## src/rtl/fetch_pkg.sv

```systemverilog
// fetch_pkg: shared types and defaults for the instruction-fetch slice.
//   fetch_state_t : sequencer states (FETCH / WAIT / DROP)
//   fetch_entry_t : queued instruction {pc, instr}
//   sat_add16     : 16-bit saturating add used by the optional statistics
package fetch_pkg;

  localparam int unsigned AW_DEF     = 16;
  localparam int unsigned IW_DEF     = 16;
  localparam int unsigned QDEPTH_DEF = 2;

  typedef enum logic [1:0] {
    FETCH,
    WAIT,
    DROP
  } fetch_state_t;

  typedef struct packed {
    logic [AW_DEF-1:0] pc;
    logic [IW_DEF-1:0] instr;
  } fetch_entry_t;

  function automatic logic [15:0] sat_add16(input logic [15:0] a,
                                            input logic [15:0] b);
    logic [16:0] s;
    s = {1'b0, a} + {1'b0, b};
    return s[16] ? 16'hFFFF : s[15:0];
  endfunction

endpackage

```

## src/rtl/fetch_queue.sv

```systemverilog
// fetch_queue: synchronous FIFO of fetch_entry_t with push, pop and flush.
//   i_clk, i_rst : clock, synchronous active-high reset
//   i_push/i_data: enqueue one entry
//   i_pop        : dequeue the head (ignored when empty)
//   i_flush      : empty the queue; wins over push and pop
//   o_head       : current head entry
//   o_count      : number of valid entries
module fetch_queue
  import fetch_pkg::*;
#(
  parameter int unsigned DEPTH = QDEPTH_DEF
) (
  input  logic                         i_clk,
  input  logic                         i_rst,
  input  logic                         i_push,
  input  logic                         i_pop,
  input  logic                         i_flush,
  input  fetch_entry_t                 i_data,
  output fetch_entry_t                 o_head,
  output logic [$clog2(DEPTH+1)-1:0]   o_count
);

  localparam int unsigned PW = (DEPTH > 1) ? $clog2(DEPTH) : 1;
  localparam int unsigned CW = $clog2(DEPTH + 1);
  localparam logic [PW-1:0] LAST = PW'(DEPTH - 1);
  localparam logic [CW-1:0] FULL = CW'(DEPTH);

  fetch_entry_t  r_mem [DEPTH];
  logic [PW-1:0] r_rd;
  logic [PW-1:0] r_wr;
  logic [CW-1:0] r_count;

  logic w_full;
  logic w_empty;
  logic w_pop;
  logic w_push;

  function automatic logic [PW-1:0] ptr_next(input logic [PW-1:0] p);
    return (p == LAST) ? '0 : p + 1'b1;
  endfunction

  assign w_full  = (r_count == FULL);
  assign w_empty = (r_count == '0);
  assign w_pop   = i_pop && !w_empty && !i_flush;
  // A push into a full queue is only safe when the head leaves the same cycle.
  assign w_push  = i_push && !i_flush && (!w_full || w_pop);

  always_ff @(posedge i_clk) begin
    if (w_push) begin
      r_mem[r_wr] <= i_data;
    end
  end

  always_ff @(posedge i_clk) begin
    if (i_rst || i_flush) begin
      r_rd    <= '0;
      r_wr    <= '0;
      r_count <= '0;
    end else begin
      if (w_push) r_wr <= ptr_next(r_wr);
      if (w_pop)  r_rd <= ptr_next(r_rd);
      if (w_push && !w_pop) begin
        r_count <= r_count + 1'b1;
      end else if (w_pop && !w_push) begin
        r_count <= r_count - 1'b1;
      end
    end
  end

  assign o_head  = r_mem[r_rd];
  assign o_count = r_count;

  a_no_overflow: assert property (@(posedge i_clk) disable iff (i_rst)
    !(i_push && !i_flush && w_full && !w_pop));

endmodule

```

## src/rtl/fetch_unit.sv

```systemverilog
// fetch_unit: instruction-fetch sequencer between the PC and decode.
// Issues one instruction-memory read per instruction, queues returned words
// toward decode, drives the PC inc/add/sub controls and turns execute
// redirects into single-cycle PC add/sub pulses while flushing stale work.
//   clk, reset              : clock, synchronous active-high reset
//   pc                      : current program counter
//   pc_inc/pc_add/pc_sub    : PC control pulses (mutually exclusive)
//   pc_offset               : offset for pc_add/pc_sub, zero otherwise
//   imem_req/imem_addr      : single-cycle read request
//   imem_rvalid/imem_rdata  : read response
//   br_taken/br_sub/br_offset : redirect from execute
//   ins_valid/ins_data/ins_pc/ins_ready : queue head toward decode
// Optional macro FETCH_STATS_EN adds stat_fetched / stat_flushed counters.
module fetch_unit
  import fetch_pkg::*;
#(
  parameter int unsigned AW     = AW_DEF,
  parameter int unsigned IW     = IW_DEF,
  parameter int unsigned QDEPTH = QDEPTH_DEF
) (
  input  logic          clk,
  input  logic          reset,
  input  logic [AW-1:0] pc,
  output logic          pc_inc,
  output logic          pc_add,
  output logic          pc_sub,
  output logic [AW-1:0] pc_offset,
  output logic          imem_req,
  output logic [AW-1:0] imem_addr,
  input  logic          imem_rvalid,
  input  logic [IW-1:0] imem_rdata,
  input  logic          br_taken,
  input  logic          br_sub,
  input  logic [AW-1:0] br_offset,
  output logic          ins_valid,
  output logic [IW-1:0] ins_data,
  output logic [AW-1:0] ins_pc,
  input  logic          ins_ready
`ifdef FETCH_STATS_EN
  ,
  output logic [15:0]   stat_fetched,
  output logic [15:0]   stat_flushed
`endif
);

  localparam int unsigned CW = $clog2(QDEPTH + 1);
  localparam logic [CW-1:0] QFULL = CW'(QDEPTH);

  fetch_state_t  r_state;
  logic          r_active;
  logic [AW-1:0] r_req_pc;

  logic          w_en;
  logic          w_redirect;
  logic          w_issue;
  logic          w_accept;
  logic          w_pop;
  logic          w_full;
  logic [CW-1:0] w_count;
  fetch_entry_t  w_push_entry;
  fetch_entry_t  w_head;

  // r_active is low during reset and the first cycle after release, which
  // keeps every output at zero for that cycle.
  assign w_en       = r_active && !reset;
  assign w_redirect = w_en && br_taken;
  assign w_full     = (w_count == QFULL);
  assign w_issue    = w_en && (r_state == FETCH) && !br_taken && !w_full;
  assign w_accept   = w_en && (r_state == WAIT) && imem_rvalid && !br_taken;

  // Controls are combinational from registered state so a redirect reaches
  // the PC in the same cycle it arrives.
  assign pc_inc    = w_accept;
  assign pc_add    = w_redirect && !br_sub;
  assign pc_sub    = w_redirect && br_sub;
  assign pc_offset = w_redirect ? br_offset : '0;
  assign imem_req  = w_issue;
  assign imem_addr = w_issue ? pc : '0;

  assign ins_valid = w_en && (w_count != '0);
  assign ins_pc    = ins_valid ? w_head.pc : '0;
  assign ins_data  = ins_valid ? w_head.instr : '0;
  assign w_pop     = ins_valid && ins_ready && !w_redirect;

  always_comb begin
    w_push_entry       = '0;
    w_push_entry.pc    = r_req_pc;
    w_push_entry.instr = imem_rdata;
  end

  fetch_queue #(
    .DEPTH (QDEPTH)
  ) u_queue (
    .i_clk   (clk),
    .i_rst   (reset),
    .i_push  (w_accept),
    .i_pop   (w_pop),
    .i_flush (w_redirect),
    .i_data  (w_push_entry),
    .o_head  (w_head),
    .o_count (w_count)
  );

  always_ff @(posedge clk) begin
    if (reset) begin
      r_active <= 1'b0;
      r_state  <= FETCH;
      r_req_pc <= '0;
    end else begin
      r_active <= 1'b1;
      case (r_state)
        FETCH: begin
          if (w_issue) begin
            r_req_pc <= pc;
            r_state  <= WAIT;
          end
        end
        WAIT: begin
          if (w_en && imem_rvalid) begin
            r_state <= FETCH;
          end else if (w_redirect) begin
            r_state <= DROP;
          end
        end
        DROP: begin
          if (w_en && imem_rvalid) begin
            r_state <= FETCH;
          end
        end
        default: r_state <= FETCH;
      endcase
    end
  end

`ifdef FETCH_STATS_EN
  logic [15:0] r_stat_fetched;
  logic [15:0] r_stat_flushed;
  logic        w_discard;
  logic [15:0] w_flush_n;

  // Responses thrown away: collided with a redirect in WAIT, or stale in DROP.
  assign w_discard = w_en && imem_rvalid &&
                     (((r_state == WAIT) && br_taken) || (r_state == DROP));
  assign w_flush_n = (w_redirect ? 16'(w_count) : 16'h0000) + 16'(w_discard);

  always_ff @(posedge clk) begin
    if (reset) begin
      r_stat_fetched <= '0;
      r_stat_flushed <= '0;
    end else begin
      if (w_accept) begin
        r_stat_fetched <= sat_add16(r_stat_fetched, 16'h0001);
      end
      r_stat_flushed <= sat_add16(r_stat_flushed, w_flush_n);
    end
  end

  assign stat_fetched = r_stat_fetched;
  assign stat_flushed = r_stat_flushed;
`endif

endmodule

```

## config.mk

```make
export PLATFORM = sky130hd
export DESIGN_NAME = fetch_unit
export DESIGN_NICKNAME = d
export VERILOG_FILES = /design/src/rtl/fetch_pkg.sv /design/src/rtl/fetch_queue.sv /design/src/rtl/fetch_unit.sv
export SDC_FILE = /design/constraint.sdc
export NUM_CORES = 1
export LEC_CHECK = 0
export BUFFER_PORTS_ARGS = -buffer_cell sky130_fd_sc_hd__buf_2
export CORE_UTILIZATION = 54
export CTS_CLUSTER_SIZE = 20
export DETAILED_ROUTE_END_ITERATION = 10
export PLACE_DENSITY_LB_ADDON = 0.1
export SYNTH_ARGS = -nofsm -noshare
export SYNTH_HDL_FRONTEND = slang
export SYNTH_SLANG_ARGS = --single-unit
```

## constraint.sdc

```tcl
create_clock -name clk -period 9.9 [get_ports clk]
set_clock_uncertainty 0.2 [all_clocks]
set_input_delay 2.475 -clock clk [delete_from_list [all_inputs] [get_ports clk]]
set_output_delay 2.475 -clock clk [all_outputs]
set_load 0.02 [all_outputs]
```

==> results.sh <==
export IMPL_cts_root_buf="clkbuf_8"
export IMPL_placed_cells=484
export IMPL_tns_ns=0
export IMPL_p_leak_uw=0.001983
export IMPL_fillers=511
export IMPL_cp_slowest_stage_delay_ns=0.77
export IMPL_arrival_ns=4.21
export IMPL_synth_nets=356
export IMPL_min_period_ns=6.882
export IMPL_p_sw_frac=0.2159
export IMPL_place_congestion=0.7959
export IMPL_first_pass_iters=4
export IMPL_grt_pass1_vias=2261
export IMPL_r2r_setup_slack_ns=6.88
export IMPL_vias_per_cell=5.184
export IMPL_powerDensity_nw_per_um2=148.4
export IMPL_start_kind="primary input"
export IMPL_dp_hpwl_um=4473
export IMPL_cts_sinks=88
export IMPL_crit_chain="buf_2, nor2b_1, o21ai_2, buf_4, nor2_1, buf_2"
export IMPL_avgRoutedWirePerCell_um=13.61
export IMPL_syn_inst=301
export IMPL_p_switching_uw=145.4
export IMPL_avgSynthCellArea_um2=12.55
export IMPL_vias=2592
export IMPL_hp_class="flop to flop"
export IMPL_cpMostUsedCell="buf_2"
export IMPL_finalSetupViolCount=0
export IMPL_clock_latency_ns=0.34
export IMPL_worst_slew_pin_slew_ns=0.9829
export IMPL_grt_overflow_total=0
export IMPL_fin_crit_sh=0.6951
export IMPL_drc=0
export IMPL_synth_area_leaders="edfxtp_1, dfxtp_1, mux2i_1, nor2_1, o31ai_1"
export IMPL_final_common_cell="buf_2"
export IMPL_wl_um=6807
export IMPL_drv_slew=0
export IMPL_critical_path_class="primary input to output port"
export IMPL_path_clk_slew_ns=0.08
export IMPL_core_area_um2=6756
export IMPL_num_rows=30
export IMPL_die_h_um=85.63
export IMPL_htreeDepth=3
export IMPL_final_cell_mix="buf_2, edfxtp_1, nor2_1, mux2i_1, dfxtp_1"
export IMPL_synth_top_area_frac=0.5089
export IMPL_syn_area_um2=3776
export IMPL_fin_util=0.6713
export IMPL_yosysWarnings=0
export IMPL_r2r_end="u_queue.r_mem[0][26]$_DFFE_PP_"
export IMPL_nets=470
export IMPL_hold_viol_final=0
export IMPL_crit_path_end_kind="output port"
export IMPL_yosysUniqueCellTypes=31
export IMPL_area_growth_pct=20.11
export IMPL_post_cts_buffers=0
export IMPL_status="complete, no violations"
export IMPL_initial_core_util=0.5589
export IMPL_cp_required_ns=7.23
export IMPL_cp_num_buf_inv=3
export IMPL_grt_usage=0.1925
export IMPL_max_clock_freq_ghz=0.1453
export IMPL_seqPwrFrac=0.593
export IMPL_rr_startpoint="r_active$_DFF_P_"
export IMPL_p_comb_frac=0.053
export IMPL_hold_depth=0
export IMPL_io_buffers=122
export IMPL_clockBufferDepth=2
export IMPL_r2r_cells=3
export IMPL_cap_viol_max_count=0
export IMPL_die_area_um2=7332
export IMPL_holdPathEnd="u_queue.r_mem[1][21]$_DFFE_PP_"
export IMPL_die_x_um=85.63
export IMPL_yosysTopAreaCell="edfxtp_1"
export IMPL_relSlewSlack=0.3447
export IMPL_min_from="r_req_pc[5]$_SDFFE_PP0P_"
export IMPL_ioPinCount=123
export IMPL_cts_tree="built"
export IMPL_synth_seq_cells=88
export IMPL_fin_area_um2=4536
export IMPL_cp_max_fo=33
export IMPL_cts_buffers=9
export IMPL_post_dp_cell_area_um2=4342
export IMPL_ir_worst_vdd_mv=0.08093
export IMPL_final_cells=500
export IMPL_crit_family="simple AND/OR/NAND/NOR gates"
export IMPL_ant_nets=0
export IMPL_grt_pass1_wl_um=10780
export IMPL_crit_path_top_delay_cell="nor2b_1"
export IMPL_rsz0062_at_grt="false"
export IMPL_power_internal_uw=527.8
export IMPL_drt_first_iter_violations=104
export IMPL_drive_gt1_frac=0.3548
export IMPL_ctsHoldBuffers=0
export IMPL_p_clk_frac=0.354
export IMPL_grt_max_degree=34
export IMPL_grt_antenna_before_repair=0
export IMPL_ys_seq_area_frac=0.6362
export IMPL_ctsResizeCount=0
export IMPL_insertedDiodeCount=0
-- kinds of logic after synthesis --
| family | synth area share |
|---|---|
| XOR/XNOR | 0.004640 |
| buffers and inverters | 0.07058 |
| adder cells (fa/ha/maj) | 0.003313 |
| AND/OR/NAND/NOR | 0.1262 |
| AO/OA/AOI/OAI | 0.07157 |
| flip-flops | 0.6362 |
| multiplexers | 0.08748 |
-- worst max path at each step --
stage / from / to / slack [ns] / depth (start not counted)
after floorplan: br_taken / pc_inc / 3.66 / 4
after global placement: reset / ins_pc[8] / 3.07 / 6
after detailed placement: reset / ins_data[10] / 3.04 / 6
after CTS: reset / ins_data[10] / 3.03 / 6
after global routing: reset / ins_pc[13] / 2.78 / 6
final: reset / ins_data[10] / 3.02 / 6
-- final cells by class --
| type | count | area (um2) | area share |
|---|---|---|---|
| clock inverter | 7 | 70.07 | 0.01545 |
| timing repair buffer | 126 | 640.6 | 0.1412 |
| tap | 80 | 100.1 | 0.02207 |
| clock buffer | 9 | 123.9 | 0.02731 |
| sequential | 88 | 2404 | 0.5299 |
| multi-input combinational | 169 | 1119 | 0.2466 |
| inverter | 21 | 78.83 | 0.01738 |
-- cell usage after synthesis (all sizes together) --
cell type  count
a21oi         20
inv           21
and3          17
and2           1
xor2           2
ha             1
dfxtp         24
or4            2
nand2          6
nand3          3
nand4         16
o31ai         17
nor4b          1
or3            2
mux2i         33
a211oi         2
nor2          36
or4b           1
buf            7
edfxtp        64
nor2b          3
nand2b         3
o21ai          3
clkbuf        16
-- worst register-to-register path, cell delays in order (launching register included) --
cell      delay, ns
dfxtp_1        0.44
or4b_1         0.81
a211oi_4       0.37
nor2b_4        0.83
-- power groups by stage --
| stage | Sequential (uW) | Clock (uW) | Combinational, uW |
|---|---|---|---|
| floorplan | 406 | 0 | 21.8 |
| global placement | 408 | 0 | 34.3 |
| detailed placement | 408 | 0 | 35.3 |
| CTS | 399 | 246 | 35.4 |
| global route | 400 | 264 | 38.9 |
| finish | 399 | 238 | 35.4 |
-- registers in the layout, summed over array words and instances, names as in the netlist, named ones only --
signal	count
r_active	1
u_queue.r_wr	1
u_queue.r_rd	1
u_queue.o_count	2
r_state	2
u_queue.r_mem	64
r_req_pc	16
-- layer usage --
layer / up-vias / routed length [um] / share of wire / global-route usage
li1: 1331 / - / - / -
met1: 1166 / 3206 / 0.47 / 0.2680
met2: 86 / 3158 / 0.46 / 0.2953
met3: 9 / 359 / 0.053 / 0.04620
met4: 0 / 82 / 0.012 / 0.07273
met5: - / 0 / 0 / 0
-- metrics by stage --
stage / hold slack [ns] / setup slack, ns / power (uW)
after floorplan: 0.2256 / 3.657 / 427.9
after global placement: 0.2327 / 3.069 / 441.9
after detailed placement: 0.2387 / 3.037 / 443.1
after CTS: 0.2581 / 3.028 / 680.3
after global routing: 0.2755 / 2.783 / 702.4
final: 0.2545 / 3.018 / 673.2
Power figures use the tool's default switching activity.
